File: src/rtl/pipeline_pkg.sv
`default_nettype none
// +------------------------------------------------------------------+
// | pipeline_pkg : shared pipeline types, MEM-stage FSM encoding     |
// | rev 1.0                                                          |
// +------------------------------------------------------------------+
package pipeline_pkg;

  localparam int DATA_W_DEF = 32;

  typedef enum logic [1:0] {
    IDLE = 2'd0,
    WAIT = 2'd1,
    DONE = 2'd2
  } mem_state_e;

  function automatic logic is_access(input logic rd, input logic wr);
    return rd | wr;
  endfunction

endpackage
`default_nettype wire

File: src/rtl/mem_timeout_cnt.sv
`default_nettype none
// +------------------------------------------------------------------+
// | mem_timeout_cnt : WAIT-cycle watchdog for mem_access_ctrl        |
// | rev 1.0                                                          |
// +------------------------------------------------------------------+
module mem_timeout_cnt #(
  parameter int TIMEOUT_CYCLES = 16
) (
  input  logic clk,
  input  logic reset_n,
  input  logic clr,
  input  logic en,
  output logic expired
);

  localparam int CNT_W = $clog2(TIMEOUT_CYCLES + 1);

  logic [CNT_W-1:0] cnt;

  // expired flags the last permitted WAIT cycle, so the abort lands on its closing edge
  assign expired = en && (cnt == CNT_W'(TIMEOUT_CYCLES - 1));

  always_ff @(posedge clk or negedge reset_n) begin
    if (!reset_n) begin
      cnt <= '0;
    end else if (clr) begin
      cnt <= '0;
    end else if (en && !expired) begin
      cnt <= cnt + CNT_W'(1);
    end
  end

endmodule
`default_nettype wire

File: src/rtl/mem_access_ctrl.sv
`default_nettype none
// +------------------------------------------------------------------+
// | mem_access_ctrl : MEM-stage data-memory handshake and stall FSM  |
// | optional watchdog: MEM_TIMEOUT_EN                  rev 1.0       |
// +------------------------------------------------------------------+
module mem_access_ctrl
  import pipeline_pkg::*;
#(
  parameter int DATA_W         = DATA_W_DEF,
  parameter int TIMEOUT_CYCLES = 16
) (
  input  logic              clk,
  input  logic              reset_n,
  input  logic              mem_read_in,
  input  logic              mem_write_in,
  input  logic [DATA_W-1:0] addr_in,
  input  logic [DATA_W-1:0] wdata_in,
  output logic              dmem_req,
  output logic              dmem_we,
  output logic [DATA_W-1:0] dmem_addr,
  output logic [DATA_W-1:0] dmem_wdata,
  input  logic              dmem_ack,
  input  logic [DATA_W-1:0] dmem_rdata,
  output logic              stall,
  output logic              wb_bubble,
  output logic [DATA_W-1:0] mem_data_out,
  output logic              busy,
  output logic              timeout_err
);

  mem_state_e state;
  logic       access_req;
  logic       timeout_hit;

  assign access_req = is_access(mem_read_in, mem_write_in);

  // Gated by reset_n so an abandoned access releases the pipeline immediately
  assign stall     = reset_n && (((state == IDLE) && access_req) || (state == WAIT));
  assign wb_bubble = stall;
  assign busy      = (state != IDLE);

`ifdef MEM_TIMEOUT_EN
  logic expired;
  logic err_q;

  mem_timeout_cnt #(
    .TIMEOUT_CYCLES(TIMEOUT_CYCLES)
  ) u_timeout_cnt (
    .clk     (clk),
    .reset_n (reset_n),
    .clr     (state != WAIT),
    .en      (state == WAIT),
    .expired (expired)
  );

  assign timeout_hit = expired;

  always_ff @(posedge clk or negedge reset_n) begin
    if (!reset_n) begin
      err_q <= 1'b0;
    end else if ((state == WAIT) && !dmem_ack && expired) begin
      err_q <= 1'b1;
    end
  end

  assign timeout_err = err_q;
`else
  assign timeout_hit = 1'b0;
  assign timeout_err = 1'b0;

  if (TIMEOUT_CYCLES < 1) begin : g_bad_timeout_param
  end
`endif

  always_ff @(posedge clk or negedge reset_n) begin
    if (!reset_n) begin
      state        <= IDLE;
      dmem_req     <= 1'b0;
      dmem_we      <= 1'b0;
      dmem_addr    <= '0;
      dmem_wdata   <= '0;
      mem_data_out <= '0;
    end else begin
      case (state)
        IDLE: begin
          if (access_req) begin
            state      <= WAIT;
            dmem_req   <= 1'b1;
            dmem_we    <= mem_write_in;
            dmem_addr  <= addr_in;
            dmem_wdata <= wdata_in;
          end
        end
        WAIT: begin
          // A late ack still wins over an expiring watchdog in the same cycle
          if (dmem_ack) begin
            if (!dmem_we) begin
              mem_data_out <= dmem_rdata;
            end
            dmem_req <= 1'b0;
            state    <= DONE;
          end else if (timeout_hit) begin
            mem_data_out <= '0;
            dmem_req     <= 1'b0;
            state        <= DONE;
          end
        end
        DONE: begin
          state <= IDLE;
        end
        default: begin
          state    <= IDLE;
          dmem_req <= 1'b0;
        end
      endcase
    end
  end

endmodule
`default_nettype wire

File: config.mk
export PLATFORM = sky130hd
export DESIGN_NAME = mem_access_ctrl
export DESIGN_NICKNAME = d
export VERILOG_FILES = /design/src/rtl/pipeline_pkg.sv /design/src/rtl/mem_timeout_cnt.sv /design/src/rtl/mem_access_ctrl.sv
export SDC_FILE = /design/constraint.sdc
export NUM_CORES = 1
export LEC_CHECK = 0
export ABC_AREA = 1
export BUFFER_PORTS_ARGS = -buffer_cell sky130_fd_sc_hd__clkbuf_2
export CORE_MARGIN = 2
export CORE_UTILIZATION = 45
export DETAILED_ROUTE_END_ITERATION = 16
export PLACE_DENSITY = 0.79
export SETUP_SLACK_MARGIN = 0.1
export SLEW_MARGIN = 10
export SYNTH_ARGS = -nofsm -noshare
export SYNTH_HDL_FRONTEND = slang
export SYNTH_SLANG_ARGS = --single-unit
File: constraint.sdc
create_clock -name clk -period 2 [get_ports clk]
set_clock_uncertainty 0.2 [all_clocks]
set_input_delay 0.4 -clock clk [delete_from_list [all_inputs] [get_ports clk]]
set_output_delay 0.4 -clock clk [all_outputs]
set_load 0.01 [all_outputs]
==> results of run 1 <==
registers in the layout, indices dropped and copies added, names as in the netlist:
signal	flops
mem_data_out	32
dmem_addr	32
dmem_req	1
dmem_wdata	32
state	2
dmem_we	1
cell usage in the layout (no fill, tap or decap), types with 3 or more instances in the layout:
master / netlist / final
bufinv_16: 0 / 3
clkbuf_2: 0 / 198
inv_1: 6 / 6
nand2_1: 201 / 199
nand3_1: 96 / 96
clkbuf_8: 0 / 9
dfrtp_1: 100 / 100
buf_4: 7 / 15
through the flow:
stage / std cells / setup WS (ns) / hold WS (ns) / total power [W] / area [sq um]
final: 753 / 0.122 / 0.0655 / 0.00863 / 5340
after global placement: 731 / 0.382 / 0.251 / 0.00700 / 5050
after floorplan: 444 / 0.132 / -0.0956 / 0.00566 / 4000
after global routing: 753 / 0.0463 / 0.0393 / 0.00936 / 5340
after CTS: 753 / 0.0787 / 0.0421 / 0.00872 / 5340
after detailed placement: 731 / 0.374 / 0.258 / 0.00713 / 5050
layout make-up:
class / instances / share of cell area
Multi-Input combinational cell: 305 / 0.242
Timing Repair Buffer: 217 / 0.214
Clock buffer: 10 / 0.0239
Sequential cell: 100 / 0.469
Inverter: 7 / 0.00492
Tap cell: 108 / 0.0253
Clock inverter: 6 / 0.0209
layer usage:
| metal | global-route usage | wire length, microns | share of wire |
|---|---|---|---|
| met5 | 0 | 0 | 0 |
| met3 | 0.0601 | 883 | 0.089 |
| met1 | 0.286 | 4320 | 0.43 |
| met4 | 0.0653 | 148 | 0.015 |
| met2 | 0.325 | 4620 | 0.46 |
power groups by stage:
| stage | logic (W) | clock network, W | registers (W) |
|---|---|---|---|
| final | 0.00357 | 0.00151 | 0.00355 |
| after CTS | 0.00362 | 0.00155 | 0.00355 |
| after detailed placement | 0.00356 | 0 | 0.00357 |
| after global routing | 0.00403 | 0.00164 | 0.00368 |
| after global placement | 0.00344 | 0 | 0.00356 |
| after floorplan | 0.00169 | 0 | 0.00396 |
worst paths after layout:
kind / from / endpoint / slack [ns] / cells after the start
min in group asynchronous: reset_n / mem_data_out[27]$_DFFE_PN0P_ / 0.50 / 3
worst max register to register: state[1]$_DFFE_PN0P_ / mem_data_out[9]$_DFFE_PN0P_ / 0.28 / 6
max in group asynchronous: reset_n / dmem_wdata[18]$_DFFE_PN0P_ / 0.68 / 3
worst min register to register: dmem_addr[30]$_DFFE_PN0P_ / dmem_addr[30]$_DFFE_PN0P_ / 0.28 / 2
worst max-delay path: state[1]$_DFFE_PN0P_ / wb_bubble / 0.12 / 4
worst min-delay path: wdata_in[17] / dmem_wdata[17]$_DFFE_PN0P_ / 0.07 / 3
worst reg2reg max path: cells and delay by family, from the launching register on:
family	cells	cell delay, ns
DFF	1	0.43
and+or+nand+nor	4	0.58
buffers and inverters	2	0.40
kinds of logic after synthesis:
family / after synthesis
DFF: 100
and+or+nand+nor: 301
other: 1
buffers and inverters: 39
AOI/OAI and AO/OA: 3
timing repair:
action                                  4_1_cts  5_1_grt
buffers inserted                              5        0
resized for setup                             0        2
hold endpoints to repair                    100        0
pin swaps                                     3        2
endpoints found under the setup margin        2        2
hold buffers                                  1        0
==> reports/results.ini, run 1 <==
[floorplan]
initial_utilization = 0.461
coreArea_sq_um = 8680
io_pins = 203
die_w_microns = 98.3
die-area_sq_um = 9670
die_height_microns = 98.3
rows = 34

[pwr]
p_int_w = 0.00519
p_sw_frac = 0.398
p_seq_frac = 0.411
leakage_nw = 3.17
power_density_nw_per_um2 = 1620
p_comb_frac = 0.414
vdd_drop_max_mv = 0.694
power.share.clock = 0.175
p_switching_w = 0.00344

[worst_setup_path]
cp.buffers_inverters = 1
path_cells = nor2_4 > nand2_2 > a21oi_2 > buf_2
required_ns = 1.40
critPathMaxFanout = 3
cp_slowest_stage_delay_ns = 0.43
cp-start-kind = flop
endpoint_kind = output pin
slowest_stage = dfrtp_1
crit_arrival_ns = 1.28
critical-path-top-delay-family = flip-flops
crit_type = reg -> out

[timing]
hold_viol = 0
drv_slew = 0
rsz0062_at_grt = yes
setup_viol = 0
period_needed_ns = 1.88
worstMarginPinSlew_ns = 0.530
max_freq_mhz = 532
fin_setup_tns_ns = 0
fin_crit_sh = 0.939
maxSlewHeadroom = 0.647

[cts]
clk_latency_ns = 0.35
cts_made_buffers = 9
cts.sinks = 100
cts_tree = yes
clk_pin_slew_ns = 0.10
clock-root-buffer = clkbuf_8
cts_max_path_buffers = 2
htree_levels = 3

[detailed_routing]
drtAntennaViolNets = 0
viasPerCell = 4.88
drc = 0
wl_microns = 9970
drt-initial-drc-count = 127
drt_first_pass_iters = 5
via_count = 3678
post_drt_wl_per_cell_microns = 13.2

[finish]
diodes = 0
seqCellArea_sq_um = 2500
fin_nets = 741
areaGrowthSynthToFinish_pct = 33.3
nFillCells = 756
drive_above_1_share = 0.369
multiInputGateArea_sq_um = 1290
final_util = 0.615

[yosys]
synthAdderAreaFrac = 0
synth_cells = 444
synthTopCellsByCount = 201 x nand2_1, 100 x dfrtp_1, 96 x nand3_1
ys_warn_count = 0
synth_top_family_by_area = simple AND/OR/NAND/NOR gates
synth_ff_type = dfrtp_1
syn_area_per_cell_sq_um = 9.02
synth_edf_count = 0
ys_ff_latch = 100
yosysMostFrequentCell = nand2_1
synthTopCellsByArea = dfrtp_1 63%, nand2_1 19%, nand3_1 12%
synth-simple-area-share = 0.314
synth-compound-area-share = 0.00469
synth_top_cell_by_area = dfrtp_1
synth.distinct_cells = 14
synthXorXnorAreaFrac = 0
syn-num-nets = 545
synth_mux_area_frac = 0
yosys.area.top_type_share = 0.625
syn-cell-area_sq_um = 4000
synth-seq-area-share = 0.625
async_flop_share = 1.00

[global_route]
overflow = 0
antenna_found_initial = 0
grt_first_pass_wirelength_microns = 16500
grt_pass1_vias = 3466
grt_max_degree = 101
grtUsageTotal = 0.209

[hold_path]
hp-class = in -> reg

[placed_design]
portBuffers = 201
place_congestion = 0.821
dpl.hpwl_microns = 7100

[job]
drv_cap = 0

[outcome]
outcome = completed

(Power assumes the default switching activity.)
==> run 2: changes to the inputs <==
--- a/config.mk
+++ b/config.mk
@@ -16,3 +16,4 @@
 export SYNTH_ARGS = -nofsm -noshare
 export SYNTH_HDL_FRONTEND = slang
+export SYNTH_HIERARCHICAL = 1
 export SYNTH_SLANG_ARGS = --single-unit
==> constraint.sdc (replaced) <==
create_clock -name clk -period 2 [get_ports clk]
set_clock_uncertainty 0.2 [all_clocks]
set_input_delay 0.2 -clock clk [delete_from_list [all_inputs] [get_ports clk]]
set_output_delay 0.2 -clock clk [all_outputs]
set_load 0.01 [all_outputs]
==> run 2 against run 1 <==
Area after synthesis stayed put. Combinational power is 5% higher. Synthesized cell count stayed put. Global-route usage is 4.7 points higher. Non-clock buffer count is 93 higher. Worst setup slack better by 0.097 ns. Final cell count is 12% higher. Design area is 17% higher. Sequential power hardly changed. Largest power group unchanged. Highest routed layer unchanged.
==> reports/results.ini, run 2 <==
[cts]
cts.sinks = 100  ; unchanged
clk_latency_ns = 0.34  ; about the same
htree_levels = 3  ; unchanged
cts_max_path_buffers = 2  ; unchanged
cts_tree = yes
clk_pin_slew_ns = 0.09  ; about the same
clock-root-buffer = clkbuf_8
cts_made_buffers = 9  ; unchanged

[finish]
fin_nets = 834  ; +13%
areaGrowthSynthToFinish_pct = 55.9
final_common_cell = clkbuf_2
final_cell_mix = 200 x clkbuf_2, 199 x nand2_1, 100 x dfrtp_1, 99 x dlygate4sd3_1, 96 x nand3_1
final_util = 0.719  ; +0.104
finalNonFillerCells = 844  ; +12%
drive_above_1_share = 0.315  ; -0.0538
diodes = 0  ; unchanged
top_regs = dmem_addr x32, dmem_wdata x32, mem_data_out x32
final_area_sq_um = 6240  ; +17%

[yosys]
synth_top_cell_by_area = dfrtp_1
synthTopCellsByCount = 201 x nand2_1, 100 x dfrtp_1, 96 x nand3_1
synth-compound-area-share = 0.00469  ; unchanged
synth.distinct_cells = 14  ; unchanged
ys_ff_latch = 100  ; unchanged
syn_area_per_cell_sq_um = 9.02  ; unchanged
synthXorXnorAreaFrac = 0  ; unchanged
yosysMostFrequentCell = nand2_1
synth_mux_area_frac = 0  ; unchanged
synthAdderAreaFrac = 0  ; unchanged
synth-seq-area-share = 0.625  ; unchanged
synth_edf_count = 0  ; unchanged
syn-num-nets = 545  ; unchanged
synth_cells = 444  ; unchanged
synthTopCellsByArea = dfrtp_1 63%, nand2_1 19%, nand3_1 12%
synth_ff_type = dfrtp_1
synth-simple-area-share = 0.314  ; unchanged
synth_top_family_by_area = simple AND/OR/NAND/NOR gates
yosys.area.top_type_share = 0.625  ; unchanged
ys_warn_count = 6  ; +6
syn-cell-area_sq_um = 4000  ; unchanged
async_flop_share = 1.00  ; unchanged

[floorplan]
die_w_microns = 98.3  ; unchanged
io_pins = 203  ; unchanged
initial_utilization = 0.461  ; unchanged
die-area_sq_um = 9670  ; unchanged
die_height_microns = 98.3  ; unchanged
coreArea_sq_um = 8680  ; unchanged
rows = 34  ; unchanged

[worst_setup_path]
crit_arrival_ns = 1.38  ; +0.10 ns
path_cells = nor2_4 > nand2_2 > a21oi_2 > clkbuf_2
required_ns = 1.60  ; +0.20 ns
slowest_stage = dfrtp_1
critPathMaxFanout = 4  ; +1
worstSetupStartpoint = state[1]$_DFFE_PN0P_
regToRegStartpoint = state[0]$_DFFE_PN0P_
cp_slowest_stage_delay_ns = 0.44  ; about the same
endpoint_kind = output pin
cp-start-kind = flop
crit_type = reg -> out

[global_route]
grt_pass1_vias = 4200  ; +21%
antenna_found_initial = 0  ; unchanged
grtUsageTotal = 0.256  ; +0.0469
grt_max_degree = 101  ; unchanged
grt_first_pass_wirelength_microns = 19900  ; +21%
overflow = 0  ; unchanged

[pwr]
p_sw_frac = 0.411  ; +0.0124
power.share.clock = 0.146  ; -0.029
leakage_nw = 3.54  ; +12%
power_density_nw_per_um2 = 1370  ; -15%
finalPower_w = 0.00857  ; -0.74%
vdd_drop_max_mv = 0.893  ; +29%
p_seq_frac = 0.416  ; +0.005
p_comb_frac = 0.438  ; +0.024
p_switching_w = 0.00352  ; +2.3%
p_int_w = 0.00505  ; -2.8%

[outcome]
outcome = completed

[placed_design]
portBuffers = 201  ; unchanged
place_area_sq_um = 5060  ; +0.25%
place_congestion = 0.817  ; -0.38%
dp.cells = 731  ; unchanged
dpl.hpwl_microns = 7070  ; -0.43%

[timing]
drv_slew = 0  ; unchanged
period_needed_ns = 1.78  ; -0.0967 ns
fin_crit_sh = 0.891  ; -0.0484
hold_viol = 0  ; unchanged
max_freq_mhz = 561  ; +5.4%
worstMarginPinSlew_ns = 0.582  ; +0.0524 ns
setup_viol = 0  ; unchanged
maxSlewHeadroom = 0.612  ; -0.0349
rsz0062_at_grt = no
fin_setup_tns_ns = 0  ; unchanged

[detailed_routing]
drt-initial-drc-count = 203  ; +60%
post_drt_wl_per_cell_microns = 14.5  ; +9.5%
viasPerCell = 4.98  ; +1.9%
drt_first_pass_iters = 5  ; unchanged
drtAntennaViolNets = 0  ; unchanged
drc = 0  ; unchanged
via_count = 4201  ; +14%
wl_microns = 12200  ; +23%

[hold_path]
hp-class = in -> reg
min_from = mem_read_in

[job]
drv_cap = 0  ; unchanged

run 2: cell counts after synthesis:
No cell type changed its count.
run 2: final timing paths:
check	end	slack, ns	cells past startpoint
min in group asynchronous	mem_data_out[23]$_DFFE_PN0P_	0.28	3
setup / recovery	wb_bubble	0.22	4
max in group asynchronous	mem_data_out[28]$_DFFE_PN0P_	0.83	3
hold / removal	dmem_wdata[14]$_DFFE_PN0P_	0.27	6
hold reg to reg	dmem_addr[15]$_DFFE_PN0P_	0.27	2
setup reg to reg	mem_data_out[26]$_DFFE_PN0P_	0.48	6
run 2: per-stage QoR:
step | setup slack [ns] | hold WS [ns]
after floorplan | 0.332 | -0.296
after global placement | 0.546 | 0.120
after detailed placement | 0.489 | 0.126
after CTS | 0.177 | 0.251
after global routing | 0.103 | 0.285
final | 0.218 | 0.266
run 2: what timing repair did:
item	4_1_cts	5_1_grt
gates resized for setup	0	0
setup buffers	0	0
setup endpoints to repair	0	0
hold buffers	99	0
hold endpoints to repair	200	0
run 2: layer usage:
metal  part of all wire  GRT usage  vias to the layer above
li1                   -          -                     1982
met1               0.40      0.330                     1946
met2               0.48      0.417                      240
met3              0.084     0.0680                       33
met4              0.028     0.0959                        0
met5                  0          0                        -
run 2: cell type report:
cell class,count,area [sq um]
Inverter,7,26.3
Fill cell,594,2440
Multi-Input combinational cell,305,1290
Clock buffer,10,138
Tap cell,108,135
Sequential cell,100,2500
Clock inverter,4,51.3
Timing Repair Buffer,310,2100
run 2: cells by family after synthesis:
group	count (synthesis)
AOI/OAI and AO/OA	3
DFF	100
other	1
and+or+nand+nor	301
buffers and inverters	39
run 2: power by group through the flow:
| stage | combinational, W | clock [W] | sequential, W |
|---|---|---|---|
| global route | 0.00420 | 0.00136 | 0.00367 |
| floorplan | 0.00169 | 0 | 0.00396 |
| detailed placement | 0.00359 | 0 | 0.00356 |
| CTS | 0.00373 | 0.00129 | 0.00354 |
| global placement | 0.00348 | 0 | 0.00355 |
| finish | 0.00375 | 0.00125 | 0.00357 |
run 2: critical path: cells and delay by family, from the launching register on:
family                 cells  cell delay, ns
AOI/OAI and AO/OA          1            0.16
buffers and inverters      1            0.15
DFF                        1            0.44
and+or+nand+nor            2            0.29
==> run 3: changes to the inputs <==
Settings changed: ABC_AREA 1 to unset, CORE_UTILIZATION 45 to 44.
==> run 3 against run 2 <==
Synthesized cell count is 50% lower. Worst hold slack worse by 0.20 ns. Total power is 5.4% lower. Non-clock buffer count is 4 lower. First-iteration DRC count is 74% lower. Sequential share of layout area is 0.79 points higher. Clock power is 6% higher. Worst setup slack worse by 0.032 ns. Count of clock-buffer cells in the layout is 1 higher. Global-route usage is 2.9 points lower. Via count is 29% lower.
==> reports/results.ini, run 3 <==
[yosys]
synthTopCellsByArea = dfrtp_1 66%, mux2_1 15%, mux2_2 13%
async_flop_share = 1.00  ; unchanged
ys_ff_latch = 100  ; unchanged
synth_top_family_by_area = multiplexers
synth_cells = 223  ; -50%
syn-num-nets = 324  ; -41%
yosys.area.top_type_share = 0.661  ; +0.0364
synth-seq-area-share = 0.661  ; +0.0364
syn-cell-area_sq_um = 3780  ; -5.5%
synth_ff_type = dfrtp_1
yosysMostFrequentCell = dfrtp_1
ys_warn_count = 6  ; unchanged
synth.distinct_cells = 18  ; +4
synth-simple-area-share = 0.0152  ; -0.299
synthAdderAreaFrac = 0  ; unchanged
synthXorXnorAreaFrac = 0  ; unchanged
synth_edf_count = 0  ; unchanged
synth_mux_area_frac = 0.286  ; +0.286
synth_top_cell_by_area = dfrtp_1
syn_area_per_cell_sq_um = 17.0  ; +88%
synthTopCellsByCount = 100 x dfrtp_1, 51 x mux2_1, 45 x mux2_2
synth-compound-area-share = 0.00661  ; +0.00193

[finish]
diodes = 0  ; unchanged
nFillCells = 546  ; -8.1%
final_cell_mix = 200 x clkbuf_2, 100 x dfrtp_1, 100 x dlygate4sd3_1, 51 x mux2_1, 45 x mux2_2
drive_above_1_share = 0.507  ; +0.191
areaGrowthSynthToFinish_pct = 61.8
multiInputGateArea_sq_um = 1170  ; -8.9%
final_common_cell = clkbuf_2
fin_nets = 629  ; -25%
seqCellArea_sq_um = 2500  ; unchanged
top_regs = dmem_addr x32, dmem_wdata x32, mem_data_out x32

[worst_setup_path]
rr_endpoint = dmem_wdata[19]$_DFFE_PN0P_
ff2ff_setup_slack_ns = 0.26  ; -0.22 ns
critPathMaxFanout = 3  ; -1
crit_arrival_ns = 1.41  ; +0.03 ns
crit_type = in -> out
regToRegStartpoint = state[0]$_DFFE_PN0P_
required_ns = 1.60  ; about the same
crit_top_cell = clkbuf_2
endpoint = wb_bubble
path_cells = dlygate4sd3_1 > clkbuf_2 > nor3_1 > nor3b_1 > clkbuf_2
cp-start-kind = input port
cp_slowest_stage_delay_ns = 0.54  ; +0.10 ns
slowest_stage = dlygate4sd3_1
ff2ff_path_depth = 4  ; -2
worstSetupStartpoint = mem_write_in
endpoint_kind = output pin

[detailed_routing]
drt_first_pass_iters = 4  ; -1
drtAntennaViolNets = 0  ; unchanged
drc = 0  ; unchanged
viasPerCell = 4.69  ; -5.8%
post_drt_wl_per_cell_microns = 15.9  ; +9.6%
wl_microns = 10100  ; -17%
drt-initial-drc-count = 53  ; -74%
via_count = 2993  ; -29%

[global_route]
grt_max_degree = 101  ; unchanged
antenna_found_initial = 0  ; unchanged
grtUsageTotal = 0.227  ; -0.0290
overflow = 0  ; unchanged
grt_pass1_vias = 3374  ; -20%
grt_first_pass_wirelength_microns = 16900  ; -15%

[placed_design]
preCtsSetupSlack_ns = 0.282  ; -0.207 ns
portBuffers = 201  ; unchanged
dpl.hpwl_microns = 6000  ; -15%
place_congestion = 0.784  ; -4.1%

[timing]
rsz0062_at_grt = no
fin_crit_sh = 0.907  ; +0.0161
hold_viol = 0  ; unchanged
layout_setup_ws_ns = 0.186  ; -0.0322 ns
fin_setup_tns_ns = 0  ; unchanged
period_needed_ns = 1.81  ; +0.0322 ns
worstMarginPinSlew_ns = 0.522  ; -0.0601 ns
max_freq_mhz = 551  ; -1.8%
setup_viol = 0  ; unchanged
maxSlewHeadroom = 0.652  ; +0.0401
drv_slew = 0  ; unchanged

[floorplan]
die_height_microns = 96.7  ; -1.6%
io_pins = 203  ; unchanged
die-area_sq_um = 9360  ; -3.2%
coreArea_sq_um = 8260  ; -4.8%
die_w_microns = 96.7  ; -1.6%
rows = 33  ; -2.9%
initial_utilization = 0.458  ; -0.00318

[cts]
clock-root-buffer = clkbuf_8
htree_levels = 3  ; unchanged
cts.sinks = 100  ; unchanged
cts_made_buffers = 9  ; unchanged
cts_tree = yes
clk_latency_ns = 0.34  ; about the same
cts_max_path_buffers = 2  ; unchanged
clk_pin_slew_ns = 0.08  ; about the same

[outcome]
outcome = completed

[pwr]
vdd_drop_max_mv = 0.875  ; -2.0%
power_density_nw_per_um2 = 1320  ; -3.5%
leakage_nw = 2.99  ; -16%

[job]
drv_cap = 0  ; unchanged

[hold_path]
hp-class = in -> reg

run 3: final cells by class:
type | count | share of cell area
flip-flops and latches | 100 | 0.409
repair buffers | 306 | 0.343
multi-input cells | 110 | 0.192
clock buffers | 11 | 0.0247
well taps | 105 | 0.0215
clock inverters | 5 | 0.00981
inverters | 1 | 0.000613
run 3: per-layer routing:
layer	up-vias	track usage	part of all wire
li1	1386	-	-
met1	1446	0.259	0.38
met2	145	0.410	0.52
met3	16	0.0658	0.075
met4	0	0.0704	0.018
met5	-	0	0
run 3: where the power goes:
| part | total (W) | leakage, nW | internal [W] | switching [W] |
|---|---|---|---|---|
| registers | 0.00356 | 1.17 | 0.00302 | 0.000540 |
| clock network | 0.00132 | 0.106 | 0.000649 | 0.000667 |
| logic | 0.00323 | 1.71 | 0.00168 | 0.00155 |
run 3: worst min-delay path by stage:
stage,to,from,slack [ns],cells after the start
3_3_place_gp,dmem_addr[4]$_DFFE_PN0P_,reset_n,0.14,2
5_1_grt,state[0]$_DFFE_PN0P_,mem_read_in,0.11,3
6_report,state[0]$_DFFE_PN0P_,mem_read_in,0.07,3
3_5_place_dp,mem_data_out[30]$_DFFE_PN0P_,reset_n,0.14,2
4_1_cts,state[0]$_DFFE_PN0P_,mem_read_in,0.07,3
2_1_floorplan,dmem_addr[0]$_DFFE_PN0P_,reset_n,-0.30,0
run 3: kinds of logic after synthesis:
logic type / Yosys count
AOI/OAI and AO/OA: 3
buffers and inverters: 13
DFF: 100
muxes: 96
other: 1
and+or+nand+nor: 10
run 3: repair_timing:
item,CTS,global route
setup buffers,0,0
resized for setup,0,0
hold buffers,100,0
endpoints found under the hold margin,199,0
run 3: worst max-delay path, delay by kind of cell:
family	cells	cell delay (ns)
buf+inv	3	0.87
simple gates	2	0.34
run 3: per-stage QoR:
stage / instances / total power (W) / utilization / area (sq um) / hold WS, ns
finish: 638 / 0.00811 / 0.741 / 6120 / 0.0675
floorplan: 223 / 0.00517 / - / 3780 / -0.296
CTS: 638 / 0.00811 / 0.741 / 6120 / 0.0693
global placement: 522 / 0.00647 / 0.594 / 4910 / 0.138
detailed placement: 522 / 0.00662 / 0.594 / 4910 / 0.138
global route: 638 / 0.00863 / 0.741 / 6120 / 0.107
